--- src/rtl/sram_arbiter.sv ---
// -----------------------------------------------------------------------------
// sram_arbiter
//
// Two-port arbiter in front of an asynchronous byte-wide SRAM. Port A (CPU)
// and port B (DMA/video) each issue single-byte read or write requests. They
// are served one at a time through a fixed four-phase access:
//
//   IDLE -> SETUP (1 cycle) -> ACCESS (WAIT_CYCLES cycles) -> HOLD (1 cycle)
//
// SETUP presents the address (and write data) before the strobe. ACCESS
// holds the write strobe low for writes, or waits out the SRAM access time
// for reads. HOLD keeps the address and data stable after the strobe rises
// and pulses the winning port's ack. Simultaneous requests are resolved
// round-robin.
//
// The winner's address, write flag and data are latched at grant. Requesters
// may therefore change their fields after grant without disturbing the
// access in flight.
//
// Parameters
//   WAIT_CYCLES  cycles spent in ACCESS (legal 1..15, held in a 4-bit counter)
//
// Ports
//   clk_chipset  sole clock, all logic on the rising edge
//   reset_n      synchronous active-low reset
//   a_req/a_we   port A request and write flag (held until a_ack)
//   a_addr       port A 20-bit byte address (bit 19 = bank select)
//   a_wdata      port A write data
//   a_ack        port A one-cycle completion pulse (during HOLD)
//   a_rdata      port A read data, valid with a_ack, held until next read
//   b_*          port B, same meaning as port A
//   sram_addr    SRAM address, {1'b0, latched 20-bit address}
//   sram_we_n    SRAM write strobe, active-low, low only in ACCESS of a write
//   sram_dout    write data towards the SRAM
//   sram_oe      data-bus drive enable, high through SETUP/ACCESS/HOLD of a write
//   sram_din     read data from the SRAM
// -----------------------------------------------------------------------------
module sram_arbiter #(
  parameter int unsigned WAIT_CYCLES = 2
) (
  input  logic        clk_chipset,
  input  logic        reset_n,

  input  logic        a_req,
  input  logic        a_we,
  input  logic [19:0] a_addr,
  input  logic [7:0]  a_wdata,
  output logic        a_ack,
  output logic [7:0]  a_rdata,

  input  logic        b_req,
  input  logic        b_we,
  input  logic [19:0] b_addr,
  input  logic [7:0]  b_wdata,
  output logic        b_ack,
  output logic [7:0]  b_rdata,

  output logic [20:0] sram_addr,
  output logic        sram_we_n,
  output logic [7:0]  sram_dout,
  output logic        sram_oe,
  input  logic [7:0]  sram_din
);

  typedef enum logic [1:0] {
    IDLE   = 2'd0,
    SETUP  = 2'd1,
    ACCESS = 2'd2,
    HOLD   = 2'd3
  } state_t;

  typedef enum logic {
    PORT_A = 1'b0,
    PORT_B = 1'b1
  } port_t;

  // Terminal value of the ACCESS counter: it runs 0 .. WAIT_CYCLES-1.
  localparam logic [3:0] LAST_COUNT = 4'(WAIT_CYCLES - 1);

  state_t      state_q, state_d;
  port_t       last_grant_q;     // port served by the current/most recent access
  port_t       winner;           // port that would be granted this cycle
  logic        any_req;
  logic        access_done;
  logic [3:0]  cnt_q;

  // Request fields captured at grant; the SRAM side only ever sees these.
  logic [19:0] lat_addr_q;
  logic        lat_we_q;
  logic [7:0]  lat_wdata_q;

  // ---------------------------------------------------------------------------
  // Arbitration
  // ---------------------------------------------------------------------------
  // A lone requester always wins. On a tie, the port that was not served last
  // wins, so continuous dual requests alternate A, B, A, B. last_grant resets
  // to B, which hands the first tie after reset to A.
  assign any_req = a_req | b_req;

  always_comb begin
    if (a_req && (!b_req || last_grant_q == PORT_B)) begin
      winner = PORT_A;
    end else begin
      winner = PORT_B;
    end
  end

  assign access_done = (cnt_q == LAST_COUNT);

  // ---------------------------------------------------------------------------
  // FSM: state register
  // ---------------------------------------------------------------------------
  // NOTE: every clocked process uses non-blocking assignments, so all
  // registers update together from values sampled before the edge; blocking
  // assignments here would make results depend on process evaluation order.
  always_ff @(posedge clk_chipset) begin
    if (!reset_n) begin
      state_q <= IDLE;
    end else begin
      state_q <= state_d;
    end
  end

  // ---------------------------------------------------------------------------
  // FSM: next-state logic
  // ---------------------------------------------------------------------------
  // NOTE: state_d gets its default before the case, so every path assigns it
  // and no latch is inferred for combinational outputs.
  always_comb begin
    state_d = state_q;
    unique case (state_q)
      IDLE:    if (any_req)     state_d = SETUP;
      SETUP:                    state_d = ACCESS;
      ACCESS:  if (access_done) state_d = HOLD;
      HOLD:                     state_d = IDLE;
      default:                  state_d = IDLE;
    endcase
  end

  // ---------------------------------------------------------------------------
  // Grant latch, ACCESS counter and read-data capture
  // ---------------------------------------------------------------------------
  always_ff @(posedge clk_chipset) begin
    if (!reset_n) begin
      last_grant_q <= PORT_B;
      lat_addr_q   <= '0;
      lat_we_q     <= 1'b0;
      lat_wdata_q  <= '0;
      cnt_q        <= '0;
      a_rdata      <= '0;
      b_rdata      <= '0;
    end else begin
      // Latch the winner's fields only when leaving IDLE. Outside IDLE the
      // request inputs are ignored, so late changes cannot reach the SRAM.
      if (state_q == IDLE && any_req) begin
        last_grant_q <= winner;
        if (winner == PORT_A) begin
          lat_addr_q  <= a_addr;
          lat_we_q    <= a_we;
          lat_wdata_q <= a_wdata;
        end else begin
          lat_addr_q  <= b_addr;
          lat_we_q    <= b_we;
          lat_wdata_q <= b_wdata;
        end
      end

      // The counter runs only in ACCESS and is parked at zero otherwise, so
      // every access starts counting from a known value.
      if (state_q == ACCESS && !access_done) begin
        cnt_q <= cnt_q + 4'd1;
      end else begin
        cnt_q <= '0;
      end

      // Read data is sampled on the edge that ends the last ACCESS cycle.
      // That gives the SRAM the full WAIT_CYCLES to drive the bus, and the
      // data is valid during HOLD, when ack is pulsed. Each port's rdata
      // keeps its value until that port's next read completes.
      if (state_q == ACCESS && access_done && !lat_we_q) begin
        if (last_grant_q == PORT_A) begin
          a_rdata <= sram_din;
        end else begin
          b_rdata <= sram_din;
        end
      end
    end
  end

  // ---------------------------------------------------------------------------
  // SRAM-side and ack outputs
  // ---------------------------------------------------------------------------
  // All outputs decode directly from the state register and the grant latch.
  // The address and data registers change only at grant, that is, on the
  // IDLE -> SETUP edge. So sram_addr holds its value through IDLE and cannot
  // move while sram_we_n is low. Reset forces IDLE, which raises sram_we_n
  // and drops sram_oe from the first reset edge on, aborting any access.
  assign sram_addr = {1'b0, lat_addr_q};
  assign sram_dout = lat_wdata_q;
  assign sram_we_n = !(state_q == ACCESS && lat_we_q);
  assign sram_oe   = lat_we_q && (state_q != IDLE);

  assign a_ack = (state_q == HOLD) && (last_grant_q == PORT_A);
  assign b_ack = (state_q == HOLD) && (last_grant_q == PORT_B);

endmodule

--- config.mk ---
export PLATFORM = sky130hd
export DESIGN_NAME = sram_arbiter
export DESIGN_NICKNAME = d
export VERILOG_FILES = /design/src/rtl/sram_arbiter.sv
export SDC_FILE = /design/constraint.sdc
export NUM_CORES = 1
export LEC_CHECK = 0
export CAP_MARGIN = 20
export CORE_MARGIN = 2
export CORE_UTILIZATION = 43
export CTS_CLUSTER_DIAMETER = 30
export CTS_CLUSTER_SIZE = 14
export DETAILED_ROUTE_END_ITERATION = 8
export GPL_TIMING_DRIVEN = 1
export HOLD_SLACK_MARGIN = 0.05
export PLACE_DENSITY_LB_ADDON = 0.2
export SETUP_SLACK_MARGIN = 0.5
export SYNTH_ARGS = -nofsm -noshare
export SYNTH_HDL_FRONTEND = slang
export SYNTH_SLANG_ARGS = --single-unit
--- constraint.sdc ---
create_clock -name clk_chipset -period 3.65 [get_ports clk_chipset]
set_clock_uncertainty 0.1 [all_clocks]
set_input_delay 0.73 -clock clk_chipset [delete_from_list [all_inputs] [get_ports clk_chipset]]
set_output_delay 0.73 -clock clk_chipset [all_outputs]
set_load 0.01 [all_outputs]
# [Yosys cells after proc, flatten, opt, wreduce, memory -nomap -nowiden]
# Index checks and enable logic that the tools add are counted.
# Widths: inputs -> output; s select.
[word_totals] word_cells=44 inputBits=70 ff_bits=52 out_inout_bits=49
[op_classes] bitwise=2 n_reduce_logical=20 n_eq_ne=6 n_addsub=1 n_mux=7
[op_table] cell="$mux 20" count=1
[op_table] cell="$logic_and 1x1->1" count=9
[op_table] cell="$mux 8" count=1
[op_table] cell="$pmux 2 s4" count=1
[op_table] cell="$reduce_and 2->1" count=4
[op_table] cell="$add 4x1->4 const B" count=1
[op_table] cell="$eq 2x2->1 const B" count=2
[op_table] cell="$eq 4x1->1 const B" count=1
[op_table] cell="$logic_not 1->1" count=4
[op_table] cell="$mux 2" count=2
[op_table] cell="$ne 2x2->1 const B" count=2
[op_table] cell="$eq 2x1->1 const B" count=1
[op_table] cell="$logic_not 2->1" count=1
[op_table] cell="$mux 1" count=2
[op_table] cell="$reduce_bool 2->1" count=1
[op_table] cell="$logic_or 1x1->1" count=1
[op_table] cell="$not 1->1" count=1
[op_table] cell="$or 1x1->1" count=1

# [Depth between registers and ports, before layout]
# Gate-level depths: netlist of the first run.
[logic_depth] word_depth=4 mapped_depth=6 ltp_nobuf=5

# [Worst setup path before layout of the first run]
# Ideal clock, no wire load.
[synth_timing] path_kind="input -> register" startpoint="input port a_req" endpoint="register lat_addr_q[10]" stages=5 n_path_buf=3 t_arrival_ns=1.684 setup_slack_ns=1.729 setup_time_ns=0.136 t_required_ns=3.414 cell_sequence="clkbuf_1 -> o21a_1 -> clkbuf_1 -> clkbuf_1 -> a31oi_1"
[synth_via] elab_chain_len=2 elab_cells_between_ends=4 classes_between="mux: 1; bitwise: 1; reduce/logical: 2"
[synth_lines] item="start, declared" line_no="44" source="input logic a_req,"
[synth_lines] item="$logic_and 1x1->1 / $or 1x1->1 (equally long branches)" line_no="101, 98"
[synth_lines] item="$mux 20 / $logic_and 1x1->1 (equally long branches)" line_no="157, 155"
[synth_lines] item="end signal, assigned" line_no="158" source="lat_addr_q <= a_addr;"
[synth_lines] item="end signal, assigned" line_no="162" source="lat_addr_q <= b_addr;"
[synth_lines] item="end, declared" line_no="88" source="logic [19:0] lat_addr_q;"
# Several ways; a longest one is shown, not always the timed one.
# A chain may end at the register's enable or synchronous reset.

# [Worst setup path in the final report of the first run]
[layout_timing] startpoint="register state_q[0]" endpoint="output port sram_oe"
[layout_via] elab_chain_len=2
[layout_lines] item="start, declared" line_no="80" source="state_t state_q, state_d;"
[layout_lines] item="start signal, assigned" line_no="120" source="state_q <= state_d;"
[layout_lines] item="$reduce_bool 2->1" line_no="201" source="assign sram_oe = lat_we_q && (state_q != IDLE);"
[layout_lines] item="$logic_and 1x1->1" line_no="201"
[layout_lines] item="end, declared" line_no="61" source="output logic sram_oe,"
# Every way passes these cells.

==> impl_metrics.csv, run 1 <==
group,metric,value,unit
yosys,synth_compound_area_share,21.52,%
grt,antenna_found_initial,0,
cts,numClockSinks,52,
power_and_ir_drop,switching_power,584.1,uW
sta,hold_viol_final,0,
yosys,avgSynthCellArea,8.648,um^2
yosys,synthMuxAreaShare,7.207,%
floorplan,start_util,45.36,%
power_and_ir_drop,power.share.combinational,37.2,%
outcome,status,"finished clean",
cts,cts-root-buf,"clkbuf_8",
final_layout,syn2layout_area_growth,54.00,%
grt,grt_max_degree,59,
yosys,synth_top_family_by_area,"compound AO/OA/AOI/OAI gates",
worst_setup_path,start_kind,"flop",
grt,grt_remaining_overflow,0,
detailed_routing,vias,2288,
worst_setup_path,worstPathArrival,1.73,ns
sta,period_minus_slack,2.563,ns
placed_design,gp_congestion,0.7509,
worst_setup_path,critPathMaxFanout,6,
sta,finalCritPeriodShare,70.21,%
sta,maxSlewHeadroom,39.39,%
yosys,synthCells,273,
final_layout,nets,448,
detailed_routing,vias_per_cell,5.153,
detailed_routing,wl_per_cell,13.91,um
yosys,seq_area_frac_synth,44.09,%
detailed_routing,dr.max_layer_used,"met4",
sta,setup_viol_count_final,0,
floorplan,die_w,78.10,um
power_and_ir_drop,sw_frac_of_total,31.73,%
yosys,synthAdderAreaFrac,2.650,%
final_layout,n_antenna_cell,0,
detailed_routing,wl,6174,um
floorplan,num_rows,26,
detailed_routing,wl_met2,2969,um
worst_setup_path,end_kind,"output port",
worst_setup_path,crit_required,2.82,ns
detailed_routing,m1WireLength,2619,um
placed_design,portBuffers,117,
grt,grt_pass1_vias,2213,
cts,cts_buffers,5,
detailed_routing,drcViolationCount,0,
power_and_ir_drop,pwr-share-seq,41.6,%
floorplan,die_h,78.10,um
detailed_routing,dr.pass1.iters,5,
cts,path_clk_slew,0.09,ns
power_and_ir_drop,power_density,506.4,nW/um^2
power_and_ir_drop,leakage,1.338,nW
run,cap_violations,0,
worst_setup_path,crit_chain,"inv_1, ha_1, nor2b_1, clkdlybuf4s50_1",
cts,ctsHoldBuffers,0,
yosys,synthXorXnorAreaFrac,0.7419,%
placed_design,hpwlAfterDp,4322,um
grt,grt_usage,20.32,%
worst_setup_path,critPathKind,"flop to output port",
yosys,yosysUniqueCellTypes,27,
power_and_ir_drop,clockPowerShare,21.2,%
floorplan,io_pins,119,
sta,worstMarginPinSlew,0.9091,ns
detailed_routing,met3_length,485,um
power_and_ir_drop,peakVddDrop,297.0,uV
power_and_ir_drop,power,1.841,mW
hold_path,min_path_type,"flop to flop",
cts,clock_latency,0.30,ns
worst_setup_path,slowest_stage,"clkdlybuf4s50_1",
detailed_routing,postRouteAntennaNets,0,
floorplan,dieArea,6100,um^2
detailed_routing,drt_iter0_drc,147,
final_layout,layout-drive-gt1-share,4.545,%
cts,cts_max_path_buffers,2,
floorplan,coreArea,5205,um^2
yosys,synth-simple-area-share,17.91,%
power_and_ir_drop,p_int,1.257,mW
yosys,yosys_register_bits,52,
cts,cts_resized,0,
yosys,ys_warn_count,0,
grt,grt_pass1_wl,9956,um
sta,setup-tns-final,0,ns
yosys,syn_area,2361,um^2
cts,cts_tree,"yes",
yosys,syn-num-nets,348,
sta,slew_violations,0,
sta,rsz0062_at_grt,"no",
sta,max_freq,390.2,MHz
cts,ctsHtreeMaxLevel,2,
cts,post_cts_buffers,0,
worst_setup_path,cp_slowest_stage_delay,0.56,ns
## cell type report
class                   instances  area (um^2)
fillers                       440         1569
repair buffers                120         1189
well taps                      70        87.58
clock inverters                 2        35.03
flip-flops and latches         52         1041
inverters                       6        22.52
clock buffers                   6        72.57
multi-input cells             188         1189
## cell usage after synthesis
cell type | instances | area [um^2]
a21oi_1 | 1 | 5.000
and2_1 | 1 | 6.260
mux2i_1 | 17 | 170.2
and3_1 | 1 | 6.260
a31oi_1 | 29 | 181.4
a22oi_1 | 1 | 7.510
buf_1 | 3 | 11.26
buf_4 | 1 | 7.510
buf_6 | 1 | 11.26
ha_1 | 5 | 62.56
inv_1 | 6 | 22.52
nand2_1 | 27 | 101.4
conb_1 | 1 | 3.750
nor2b_1 | 3 | 18.77
nor2_1 | 5 | 18.77
nand3b_1 | 29 | 217.7
xor2_1 | 1 | 8.760
xnor2_1 | 1 | 8.760
o21ai_0 | 59 | 295.3
or3b_4 | 1 | 11.26
dfxtp_1 | 52 | 1041
or4_4 | 1 | 11.26
nor4_4 | 1 | 21.27
o21a_1 | 1 | 7.510
clkbuf_1 | 22 | 82.58
o221a_2 | 1 | 11.26
nand3_1 | 2 | 10.01
## critical path, delay by kind of cell (launching register included)
kind,cells,cell delay (ns)
flip-flops,1,0.37
adder cells (fa/ha/maj),1,0.27
AND/OR/NAND/NOR,1,0.16
buffers and inverters,2,0.63
## registers in the layout, summed over array words and instances, names as in the netlist
| register | flops |
|---|---|
| lat_addr_q | 20 |
| a_rdata | 8 |
| b_rdata | 8 |
| sram_dout | 8 |
| cnt_q | 4 |
| state_q | 2 |
| last_grant_q | 1 |
| lat_we_q | 1 |
## layout by cell type, fill, tap and decap left out, drive strengths merged
| cell type | count |
|---|---|
| a21oi | 1 |
| a22oi | 1 |
| a31oi | 29 |
| and2 | 1 |
| and3 | 1 |
| buf | 4 |
| bufinv | 1 |
| clkbuf | 6 |
| clkdlybuf4s50 | 116 |
| clkinv | 1 |
| conb | 1 |
| dfxtp | 52 |
| ha | 5 |
| inv | 6 |
| mux2i | 17 |
| nand2 | 27 |
| nand3 | 2 |
| nand3b | 29 |
| nor2 | 5 |
| nor2b | 3 |
| nor4 | 1 |
| o21a | 1 |
| o21ai | 59 |
| o221a | 1 |
| or3b | 1 |
| or4 | 1 |
| xnor2 | 1 |
| xor2 | 1 |
## power by group through the flow
stage	logic [mW]	clock network [mW]	registers, mW
3_5_place_dp	0.685	0	0.775
5_1_grt	0.756	0.418	0.782
6_report	0.686	0.390	0.766
2_1_floorplan	0.304	0	0.812
4_1_cts	0.689	0.396	0.766
3_3_place_gp	0.675	0	0.772
## stage by stage
stage | cell area [um^2] | std cells | util (%) | setup WS [ns] | hold WS [ns]
3_5_place_dp | 3528 | 436 | 67.79 | 0.9713 | 0.3525
6_report | 3636 | 444 | 69.86 | 1.087 | 0.3631
3_3_place_gp | 3528 | 436 | 67.79 | 0.9818 | 0.3451
4_1_cts | 3636 | 444 | 69.86 | 1.065 | 0.3665
5_1_grt | 3636 | 444 | 69.86 | 0.9986 | 0.3870
2_1_floorplan | 2361 | 273 | - | 1.729 | 0.3337
## layer usage
metal | global-route usage, % | up-vias
li1 | - | 1167
met1 | 23.39 | 1021
met2 | 34.57 | 91
met3 | 6.897 | 9
met4 | 8.246 | 0
met5 | 0 | -
## kinds of logic after synthesis
logic type,Yosys count
AOI/OAI and AO/OA,92
other,1
DFF,52
and+or+nand+nor,71
adders and majority gates,5
xor gates and xnor gates,2
muxes,17
buffers and inverters,33
## path summary, 6_finish.rpt
path	startpoint	to	slack, ns	cells past startpoint
min	a_rdata[7]	a_rdata[7]	0.36	2
max reg2reg	state_q[0]	sram_dout[7]	1.62	5
max	state_q[0]	sram_oe	1.09	4
min reg2reg	a_rdata[7]	a_rdata[7]	0.36	2
Note: power is estimated with default switching activity, not from simulation.
==> run 2: changes to the inputs <==
- CORE_UTILIZATION: 43 -> 40
- clock period: 3.65 -> 2.6 ns (I/O delays scaled with it)
==> run 2 against run 1 <==
Effect of this change: cell count increased by 1.6%; critical path depth unchanged; total power increased by 35%; sequential share of layout area decreased by 0.093 points; first-iteration DRC count decreased by 33%; core utilization decreased by 4.7 points; critical endpoint unchanged; largest cell class is now non-clock buffers.
==> impl_metrics.csv, run 2 (synthesized netlist as in run 1, its figures left out) <==
group,metric,value,unit
cts,cts_max_path_buffers,2,
power_and_ir_drop,power_density,682.4,nW/um^2
floorplan,die_w,80.83,um
detailed_routing,drt_iter0_drc,99,
sta,slew_violations,0,
power_and_ir_drop,peakVddDrop,315.6,uV
sta,worstMarginPinSlew,0.7696,ns
final_layout,layout_common_cells,"clkdlybuf4s50_1, o21ai_0, dfxtp_1, nand3b_1, a31oi_1",
worst_setup_path,reg2regPathDepth,5,
floorplan,io_pins,119,
hold_path,min_delay_path_depth,2,
cts,path_clk_slew,0.10,ns
placed_design,dpl_cell_area,3568,um^2
final_layout,layout_commonest_cell,"clkdlybuf4s50_1",
detailed_routing,drcViolationCount,0,
grt,antenna_found_initial,0,
sta,hold_viol_final,0,
worst_setup_path,r2r_slack,0.74,ns
final_layout,n_antenna_cell,0,
final_layout,nets,453,
final_layout,top_register,"lat_addr_q",
run,cap_violations,0,
floorplan,coreArea,5608,um^2
worst_setup_path,start_kind,"flop",
worst_setup_path,critPathMaxFanout,6,
grt,grt_pass1_wl,9577,um
worst_setup_path,cp-startpoint,"state_q[0]",
sta,layout_setup_ws,0.5965,ns
placed_design,preCtsSetupSlack,0.4303,ns
placed_design,hpwlAfterDp,4360,um
cts,cts_buffers,5,
sta,rsz0062_at_grt,"no",
floorplan,start_util,42.10,%
grt,grt_usage,18.44,%
detailed_routing,vias_per_cell,5.098,
hold_path,min_path_type,"flop to flop",
final_layout,syn2layout_area_growth,54.69,%
worst_setup_path,rr_endpoint,"a_rdata[4]",
worst_setup_path,worstPathArrival,1.38,ns
placed_design,portBuffers,117,
sta,finalCritPeriodShare,77.06,%
detailed_routing,wl,6017,um
floorplan,die_h,80.83,um
worst_setup_path,critPathKind,"flop to output port",
cts,cts_tree,"yes",
sta,setup-tns-final,0,ns
final_layout,design_area,3652,um^2
hold_path,hp-start,"a_rdata[7]",
worst_setup_path,end_kind,"output port",
sta,setup_viol_count_final,0,
cts,ctsHtreeMaxLevel,2,
hold_path,whs_endpoint,"a_rdata[7]",
detailed_routing,postRouteAntennaNets,0,
worst_setup_path,crit_required,1.98,ns
grt,grt_max_degree,59,
detailed_routing,wl_per_cell,13.34,um
floorplan,dieArea,6533,um^2
cts,ctsHoldBuffers,0,
sta,maxSlewHeadroom,48.64,%
cts,cts-root-buf,"clkbuf_8",
grt,grt_remaining_overflow,0,
floorplan,num_rows,27,
power_and_ir_drop,leakage,1.367,nW
cts,numClockSinks,52,
worst_setup_path,worst_r2r_startpoint,"cnt_q[0]",
sta,period_minus_slack,2.004,ns
detailed_routing,dr.pass1.iters,4,
final_layout,layout-drive-gt1-share,6.332,%
sta,max_freq,499.1,MHz
cts,clock_latency,0.30,ns
detailed_routing,vias,2299,
outcome,status,"finished clean",
grt,grt_pass1_vias,2124,
final_layout,largest_reg_flops,20,
placed_design,gp_congestion,0.7883,
-- run 2: cell count changes in the layout (fill, tap and decap cells not counted), sizes merged --
cell | previous run | this run
dlygate4sd2 | 0 | 4
clkbuf | 6 | 5
clkdlybuf4s50 | 116 | 112
clkinv | 1 | 3
bufinv | 1 | 0
buf | 4 | 9
-- run 2: layer usage --
layer	GRT usage (%)	routed length (um)	vias up
met3	5.778	439	5
met5	0	0	-
met1	20.84	2581	1039
met4	3.898	40	0
met2	33.88	2956	74
li1	-	-	1181
-- run 2: layout make-up --
type | instances | area [um^2]
clock inverters | 3 | 18.77
multi-input cells | 188 | 1189
fillers | 508 | 1956
repair buffers | 125 | 1221
flip-flops and latches | 52 | 1042
inverters | 6 | 22.52
clock buffers | 5 | 68.82
well taps | 72 | 90.09
-- run 2: repair_timing --
action,in CTS,in global routing
buffers inserted,0,0
endpoints found under the setup margin,4,0
resized for setup,5,0
-- run 2: through the flow --
step           hold WS (ns)  utilization [%]  instances  power [mW]
6_report             0.3621            65.13        451       2.492
5_1_grt              0.3792            65.13        451       2.657
4_1_cts              0.3652            65.13        451       2.514
3_5_place_dp         0.3507            63.63        443       2.071
3_3_place_gp         0.3428            63.63        443       2.054
2_1_floorplan        0.3337                -        273       1.567
-- run 2: report_power, final --
part | internal [mW] | leakage, nW | switching [mW]
clock network | 0.188 | 0.0479 | 0.259
registers | 0.968 | 0.427 | 0.104
logic | 0.524 | 0.892 | 0.448
-- run 2: worst max-delay path: stages (launching register included) --
cell and delay, ns:
dfxtp_1 0.36, inv_1 0.07, ha_1 0.27, nor2b_1 0.12
dlygate4sd2_1 0.27
-- run 2: worst max path at each step --
stage                     endpoint  slack (ns)  depth (start not counted)
global route               sram_oe        0.50                          4
floorplan               b_rdata[0]        0.82                          5
global placement     lat_addr_q[8]        0.50                          4
finish                     sram_oe        0.60                          4
detailed placement  lat_addr_q[17]        0.43                          4
CTS                        sram_oe        0.58                          4
==> run 3: changes to the inputs <==
- CORE_UTILIZATION: 40 -> 36
- clock period: 2.6 -> 1.7 ns (I/O delays scaled with it)
==> run 3 against run 2 <==
Effect of this change: the run now ends with setup timing left; critical endpoint is now b_rdata[3]; via count is 17% higher; routed wire length grew 40%; core utilization is 10 points higher; total power is 130% higher; sequential share of layout area decreased by 5.3 points; cell count rose by 14%; largest power group is now combinational logic; die area rose by 11%.
==> impl_metrics.csv, run 3 (synthesized netlist as in run 1, its figures left out) <==
group,metric,value,unit
floorplan,die_h,84.99,um
detailed_routing,drt_iter0_drc,113,
grt,antenna_found_initial,0,
detailed_routing,vias,2693,
floorplan,io_pins,119,
worst_setup_path,end_kind,"flop",
worst_setup_path,r2r_slack,-0.09,ns
grt,grt_remaining_overflow,0,
sta,setup_viol_count_final,18,
run,cap_violations,0,
worst_setup_path,critPathKind,"flop to flop",
cts,clock_latency,0.31,ns
final_layout,layout_common_cells,"clkdlybuf4s50_1, buf_6, dfxtp_2, buf_4, o21ai_0",
outcome,status,"complete, but fails checks",
final_layout,top_register,"lat_addr_q",
worst_setup_path,rr_endpoint,"b_rdata[3]",
worst_setup_path,worstPathArrival,1.89,ns
final_layout,largest_reg_flops,20,
worst_setup_path,crit_path_end,"b_rdata[3]",
worst_setup_path,crit_required,1.80,ns
final_layout,syn2layout_area_growth,102.4,%
cts,numClockSinks,52,
worst_setup_path,reg2regPathDepth,5,
floorplan,die_w,84.99,um
sta,finalCritPeriodShare,105.2,%
sta,rsz0062_at_grt,"yes",
floorplan,start_util,37.18,%
worst_setup_path,critPathMaxFanout,8,
detailed_routing,dr.pass1.iters,4,
detailed_routing,vias_per_cell,5.250,
placed_design,hpwlAfterDp,4789,um
detailed_routing,wl_per_cell,16.42,um
grt,grt_pass1_wl,12570,um
cts,cts_tree,"yes",
placed_design,portBuffers,117,
sta,max_freq,559.0,MHz
cts,ctsHtreeMaxLevel,2,
placed_design,dpl_cell_area,3751,um^2
hold_path,min_path_type,"flop to flop",
grt,grt_pass1_vias,2572,
final_layout,layout-drive-gt1-share,50.69,%
cts,path_clk_slew,0.10,ns
grt,grt_usage,21.40,%
cts,cts-root-buf,"clkbuf_8",
floorplan,dieArea,7222,um^2
sta,period_minus_slack,1.789,ns
placed_design,placed_cells,464,
final_layout,nets,511,
power_and_ir_drop,peakVddDrop,755.4,uV
floorplan,coreArea,6350,um^2
sta,timing.hold.ws,0.3700,ns
sta,setup-tns-final,-1.004,ns
final_layout,n_antenna_cell,0,
grt,grt_max_degree,30,
final_layout,design_area,4780,um^2
floorplan,num_rows,29,
power_and_ir_drop,power_density,1210,nW/um^2
final_layout,layout_commonest_cell,"clkdlybuf4s50_1",
final_layout,fin_cells,513,
final_layout,fin_util,75.27,%
worst_setup_path,worst_r2r_startpoint,"cnt_q[1]",
sta,layout_setup_ws,-0.08894,ns
detailed_routing,wl,8421,um
cts,cts_buffers,5,
placed_design,gp_congestion,0.7393,
worst_setup_path,cp-startpoint,"cnt_q[1]",
sta,hold_viol_final,0,
power_and_ir_drop,leakage,1.913,nW
outcome,violations,"setup timing",
worst_setup_path,start_kind,"flop",
cts,cts_max_path_buffers,2,
detailed_routing,postRouteAntennaNets,0,
detailed_routing,drcViolationCount,0,
sta,slew_violations,0,
run 3: layer usage:
metal	vias to the layer above	GRT usage (%)	part of all wire, %
met2	89	35.87	50
met3	10	5.447	5.9
met1	1293	27.40	43
li1	1301	-	-
met5	-	0	0
met4	0	5.772	1.2
run 3: metrics by stage:
step,power [mW],worst slack [ns]
after floorplan,2.541,-0.05353
after global placement,3.389,-0.05410
after detailed placement,3.423,-0.09709
after CTS,5.080,-0.06520
after global routing,6.079,-0.1374
final,5.783,-0.08894
run 3: cell type report:
type / count / area [um^2]
tap: 77 / 96.34
clock inverter: 2 / 12.51
clock buffer: 5 / 68.82
multi-input combinational: 189 / 1562
inverter: 6 / 27.53
timing repair buffer: 182 / 1904
fill: 428 / 1570
sequential: 52 / 1109
run 3: worst min path at each step:
stage	from	endpoint	depth (start not counted)
finish	a_rdata[7]	a_rdata[7]	2
global route	reset_n	sram_dout[0]	3
CTS	reset_n	sram_dout[2]	3
detailed placement	b_rdata[4]	b_rdata[4]	2
global placement	a_rdata[4]	a_rdata[4]	2
floorplan	cnt_q[0]	cnt_q[0]	1
run 3: where the power goes:
part | internal (mW) | switching, mW
Sequential | 1.54 | 0.251
Clock | 0.280 | 0.413
Combinational | 1.95 | 1.35
run 3: worst max-delay path, stage by stage (launching register included):
cell	delay [ns]
dfxtp_2	0.34
inv_2	0.06
ha_4	0.11
or3b_4	0.37
or4_4	0.54
mux2i_1	0.16
run 3: repair_timing:
item | in CTS | in global routing
cloned | 7 | 1
setup endpoints to repair | 100 | 100
hold buffers | 0 | 0
resized for setup | 333 | 52
pin swaps | 7 | 9
setup buffers | 9 | 25
